File: src/rtl/exu_iexec_req_fifo.sv
// Purpose: instruction-execute request queue; buffers {pc, ir} from fetch and presents the oldest entry to the EXU.
// Latency: one cycle from push to iexec_req_vld (no bypass); head is read straight from storage.
// Backpressure: in_rdy drops when full or on flush/reset; the head is held stable until the EXU accepts it or a flush occurs.
module exu_iexec_req_fifo #(
    parameter int DEPTH = 2,
    parameter int XLEN  = 32
) (
    input  logic                     clk,
    input  logic                     rst_n,
    input  logic                     flush,
    input  logic                     in_vld,
    output logic                     in_rdy,
    input  logic [XLEN-1:0]          in_pc,
    input  logic [31:0]              in_ir,
    output logic                     iexec_req_vld,
    input  logic                     iexec_req_rdy,
    output logic [XLEN-1:0]          iexec_req_pc,
    output logic [31:0]              iexec_req_ir,
    output logic [6:0]               iexec_req_opcode,
    output logic [$clog2(DEPTH):0]   count
);

    localparam int AW = $clog2(DEPTH);
    localparam logic [AW:0] PTR_ONE = 1;
    localparam logic [AW:0] DEPTH_P = DEPTH[AW:0];

    typedef struct packed {
        logic [XLEN-1:0] pc;
        logic [31:0]     ir;
    } entry_t;

    entry_t      mem [DEPTH];
    entry_t      head;
    logic [AW:0] wr_ptr;
    logic [AW:0] rd_ptr;
    logic        empty;
    logic        full;
    logic        push;
    logic        pop;

    assign empty = (wr_ptr == rd_ptr);
    assign full  = (wr_ptr[AW-1:0] == rd_ptr[AW-1:0]) && (wr_ptr[AW] != rd_ptr[AW]);

    // Ready/valid are gated by reset and flush only, never by the opposite side's handshake.
    assign in_rdy        = rst_n & ~flush & ~full;
    assign iexec_req_vld = rst_n & ~flush & ~empty;

    assign push = in_vld & in_rdy;
    assign pop  = iexec_req_vld & iexec_req_rdy;

    assign head             = mem[rd_ptr[AW-1:0]];
    assign iexec_req_pc     = head.pc;
    assign iexec_req_ir     = head.ir;
    assign iexec_req_opcode = head.ir[6:0];

    assign count = rst_n ? (wr_ptr - rd_ptr) : '0;

    always_ff @(posedge clk) begin
        if (!rst_n) begin
            wr_ptr <= '0;
            rd_ptr <= '0;
        end else if (flush) begin
            rd_ptr <= wr_ptr;
        end else begin
            if (push) wr_ptr <= wr_ptr + PTR_ONE;
            if (pop)  rd_ptr <= rd_ptr + PTR_ONE;
        end
    end

    always_ff @(posedge clk) begin
        if (push) begin
            mem[wr_ptr[AW-1:0]] <= '{pc: in_pc, ir: in_ir};
        end
    end

`ifndef SYNTHESIS
    logic   hold_q;
    entry_t head_q;

    always @(posedge clk) begin
        hold_q <= rst_n & iexec_req_vld & ~iexec_req_rdy & ~flush;
        head_q <= head;
        if (rst_n) begin
            assert (!(push && full));
            assert (!(pop && empty));
            assert (count <= DEPTH_P);
            if (hold_q && !flush) begin
                assert (iexec_req_vld && head == head_q);
            end
        end
    end
`endif

endmodule

File: config.mk
export PLATFORM = sky130hd
export DESIGN_NAME = exu_iexec_req_fifo
export DESIGN_NICKNAME = d
export VERILOG_FILES = /design/src/rtl/exu_iexec_req_fifo.sv
export SDC_FILE = /design/constraint.sdc
export NUM_CORES = 1
export LEC_CHECK = 0
export ABC_AREA = 1
export ABC_CLOCK_PERIOD_IN_PS = 5000
export CORE_MARGIN = 2
export CORE_UTILIZATION = 47
export CTS_CLUSTER_SIZE = 30
export DETAILED_ROUTE_END_ITERATION = 8
export HOLD_SLACK_MARGIN = 0.12
export PLACE_DENSITY = 0.79
export SYNTH_ARGS = -nofsm -noshare
export SYNTH_HDL_FRONTEND = slang
export SYNTH_SLANG_ARGS = --single-unit
File: constraint.sdc
create_clock -name clk -period 5 [get_ports clk]
set_input_delay 0.75 -clock clk [delete_from_list [all_inputs] [get_ports clk]]
set_output_delay 0.75 -clock clk [all_outputs]
set_load 0.01 [all_outputs]
Word level (Yosys, flattened, before mapping)
Memories as Yosys holds them, arrays and structs flattened. A register that Yosys moved wholly into a read port is not among the register bits.
Index checks and enable logic that the tools add are counted.
- bits in registers: 4
- memory bits (writable): 128
- memories: 1
- output and inout bits: 75
- add/sub/neg operators: 3
- mux-type cells: 7
- equal/unequal tests: 3
- reduce and logical (&&, ||, !) cells: 3
- bitwise logic cells: 8
- memories (name ; words ; bits a word ; rd ports ; clocked after Yosys merged registers in ; write ports ; RTL line ; RTL):
    mem ; 2 ; 64 ; 1 ; 1 ; 1 ; 32 ; entry_t mem [DEPTH];
- operators with widths (operator ; number):
    two-way mux 2 bit ; 3
    AND 1 bit ; 5
    adder 2 x 1 -> 2 bit (second input constant) ; 2
    two-way mux 1 bit ; 4
    inverter 1 bit ; 3
    equality test 2 bit ; 1
    AND reduction 2 bit ; 1
    nonzero test 2 bit ; 1
    subtractor 2 bit ; 1
    equality test 1 bit ; 1
    logical AND 1 bit ; 1
    inequality test 1 bit ; 1

Depth between registers and ports, before layout
- depth in word-level cells: 8
- mapped depth: 7

Least setup slack after synthesis
Ideal clock, no wire load.
- kind: input to register
- start: input port rst_n
- end: memory mem[1][0] (netlist bit) (enable)
- library setup time: 0.486 ns
- slack: 0.806 ns
- cell stages on the path: 4
- buffers on the path: 0
- data arrival time: 3.708 ns
- cell sequence: inv_2 -> nor2_4 -> nand3_2 -> nor2_1
- longest elaborated chain between the ends: 5
- ends and longest elaborated chain (what ; RTL line ; RTL):
    from (decl) ; 9 ; input logic rst_n,
    AND 1 bit (2 in series) ; 45 ; assign in_rdy = rst_n & ~flush & ~full;
    AND 1 bit ; 48 ; assign push = in_vld & in_rdy;
    two-way mux 1 bit ; 71 ; if (push) begin
    two-way mux 1 bit (implied by the code) ; 72 ; mem[wr_ptr[AW-1:0]] <= '{pc: in_pc, ir: in_ir};
    to (decl) ; 32 ;
No other way between the ends.

==> impl_results.md <==
- Final setup viols: 0
- Crit. End Element: output port
- Detailed-route via count: roughly 2,800
- Die height: 108 µm
- Clock skew: 4.26 ps
- Final setup TNS: 0 ps
- Distinct cells, synth: 21
- Crit-path cells: buf_4 -> mux2_2 -> clkdlybuf4s50_1
- Cts bufs inserted: 17
- Post-Syn Nets: about 330
- Cell Count, Final, Fillers Out: about 560
- Final HPWL DP: approximately 6200 µm
- CP arrival: 2690 ps
- Clk Latency, worst-skew pair: 500 ps
- Psw: 544 µW
- H-Tree Depth: 4
- Ys Warns: 0
- Clock sinks: 133
- Commonest non-fill, non-tap cells in the layout: clkdlybuf4s50_1, edfxtp_1, mux2_2, clkbuf_16, nand2_1
- Router iterations before antenna repair: 4
- Die ar.: around 12,000 µm²
- Post-CTS Setup Bufs: 0
- Min Tclk post-route: between 3000 and 4000 ps
- Chip width: between 100 and 150 µm
- Sequential power share: 0.450
- Worst Tran Pin Value: 990 ps
- Switching Share: 0.195
- Synthesized instance count: 258
- HP Class: register to register
- Initial antenna violation count: 0
- Leak: around 2.4 nW
- Final wirelength: 9470 µm
- Sequential-to-total area share from yosys stat: 0.781
- Clk buf depth: 2
- Vias in the first global route: slightly below 3,000
- Post-Syn Area: roughly 5000 µm²
- Crit share post-route: 0.689
- CTS root buffer: clkbuf_8
- Hold-fix buffers, CTS: 0
- First-pass GRT wire length: about 14,000 µm
- Cells after DPL: 526
- Logic gate share of total power: 0.081
- CP max FO: 39
- CTS tree: built
- Commonest non-fill, non-tap cell in the layout: clkdlybuf4s50_1
- Clock network power share: 0.469
- Worst setup margin: 1560 ps
- Outcome: finished, final reports clean
- Number of max-cap violations: 0
- Placed standard-cell area: 6550 µm²
- Utilization after layout: 0.694
- Final slew viol count: 0
- Resize count post-CTS: 0
- Final layout net count: 479
- Int Pwr: roughly 2.2 mW
- Design Area, Final: 7190 µm²
- Vias/cell: 4.97
- Number of antenna-violating nets in the routed design: 0
- DR DRC count: 0
- Peak VDD IR: about 210 µV
- Fmax: roughly 290 MHz
- Ports: ~140
- Final Wtd Congestion: 0.800
- Headroom to the max-slew limit: 0.340
- I/O Buffers: between 100 and 150
- Crit path kind: register to output port
- Sequential Area: 3950 µm²
- Slowest CP cell: dfxtp_2
- CP delay by family, top: buffers and inverters
- #FFs+latches synth: 133
- Multi-input gate area: 955 µm²
- Avg Inst Size Synth: 19.6 µm²
- Kind of start point of the critical path: register
- Final hold vios: 0
- PwrDens: 388 nW/µm²
- Initial DRC count: 99
- FILL cells: 698
- Critical Path Max Stage Delay: 690 ps
- GRT Util Overall: 0.168
- Initial core utilization: 0.487
- Routed wire per std cell: 17.0 µm
- Grt ovf: 0
- Rows: 37
- Syn-to-layout area delta: 42.5%
- Crit path required time: 4250 ps
- Core area: a little over 10,000 µm²
- Clock-pin slew on the worst setup and hold paths: about 60 ps
- Layout cells sized above 1: 0.268
- Place WS: about 1700 ps
- Crit path buf inv count: 2
- Largest net degree at the start of global routing: 65
- Diodes inserted: 0
- RSZ-0062 raised after global routing: no
-- cells in the mapped netlist (all sizes together) --
cell,n,area [µm²]
o21ai,2,10.0
a21oi,5,32.5
nand4,1,6.26
nor3,1,5.00
mux2,64,721
nand3,6,55.1
inv,8,30.0
xor2,1,8.76
nor2,8,40.0
dfxtp,5,100
edfxtp,128,3840
a21boi,1,7.51
nand2,13,48.8
buf,14,128
ha,1,12.5
-- sequential cells by signal (all words and copies together) (netlist names), named ones only --
register  flops
rd_ptr        2
mem         128
wr_ptr        2
-- cell families (layout without fill, tap and decap cells) --
| family | count (synthesis) | count (layout) | synth area share |
|---|---|---|---|
| AOI/OAI and AO/OA | 8 | 8 | 0.00991 |
| xor gates and xnor gates | 1 | 1 | 0.00174 |
| adders and majority gates | 1 | 1 | 0.00248 |
| buffers and inverters | 22 | 185 | 0.0312 |
| DFF | 133 | 133 | 0.781 |
| muxes | 64 | 64 | 0.143 |
| and+or+nand+nor | 29 | 29 | 0.0307 |
-- worst paths after layout --
check	start	to	slack [ps]	depth (start not counted)
max	register	iexec_req_pc[1]	1560	3
max reg2reg	wr_ptr[0]$_SDFFE_PN0P_	mem[0][36]$_DFFE_PP_	2280	8
min reg2reg	wr_ptr[0]$_SDFFE_PN0P_	wr_ptr[0]$_SDFFE_PN0P_	520	2
min	wr_ptr[0]$_SDFFE_PN0P_	wr_ptr[0]$_SDFFE_PN0P_	520	2
-- worst min-delay path: stages (launching register included) --
cell     delay [ps]
dfxtp_1         330
nand2_1          90
a21oi_2          60
-- power by group through the flow --
stage	clock network (mW)	logic [mW]	registers, mW
after floorplan	0	0.0980	1.27
after global placement	0	0.224	1.28
after detailed placement	0	0.227	1.28
after CTS	1.33	0.229	1.26
after global routing	1.38	0.242	1.26
final	1.31	0.227	1.26
-- routing by layer --
metal | share of wire | wire, µm | track usage | vias up
li1 | - | - | - | 1285
met1 | 0.41 | 3910 | 0.205 | 1353
met2 | 0.50 | 4730 | 0.281 | 121
met3 | 0.081 | 764 | 0.0508 | 7
met4 | 0.0072 | 68 | 0.0659 | 0
met5 | 0 | 0 | 0 | -
-- layout make-up --
cell class,count,share of cell area
Clock buffer,17,0.0576
Timing Repair Buffer,146,0.202
Clock inverter,14,0.0311
Tap cell,136,0.0237
Sequential cell,133,0.549
Multi-Input combinational cell,103,0.133
Inverter,8,0.00418
-- stage by stage --
stage | total power, mW | hold WS (ps)
global placement | 1.50 | 499
detailed placement | 1.51 | 512
CTS | 2.82 | 521
floorplan | 1.37 | 480
finish | 2.79 | 524
global route | 2.88 | 541
Power figures use the tool's default switching activity.
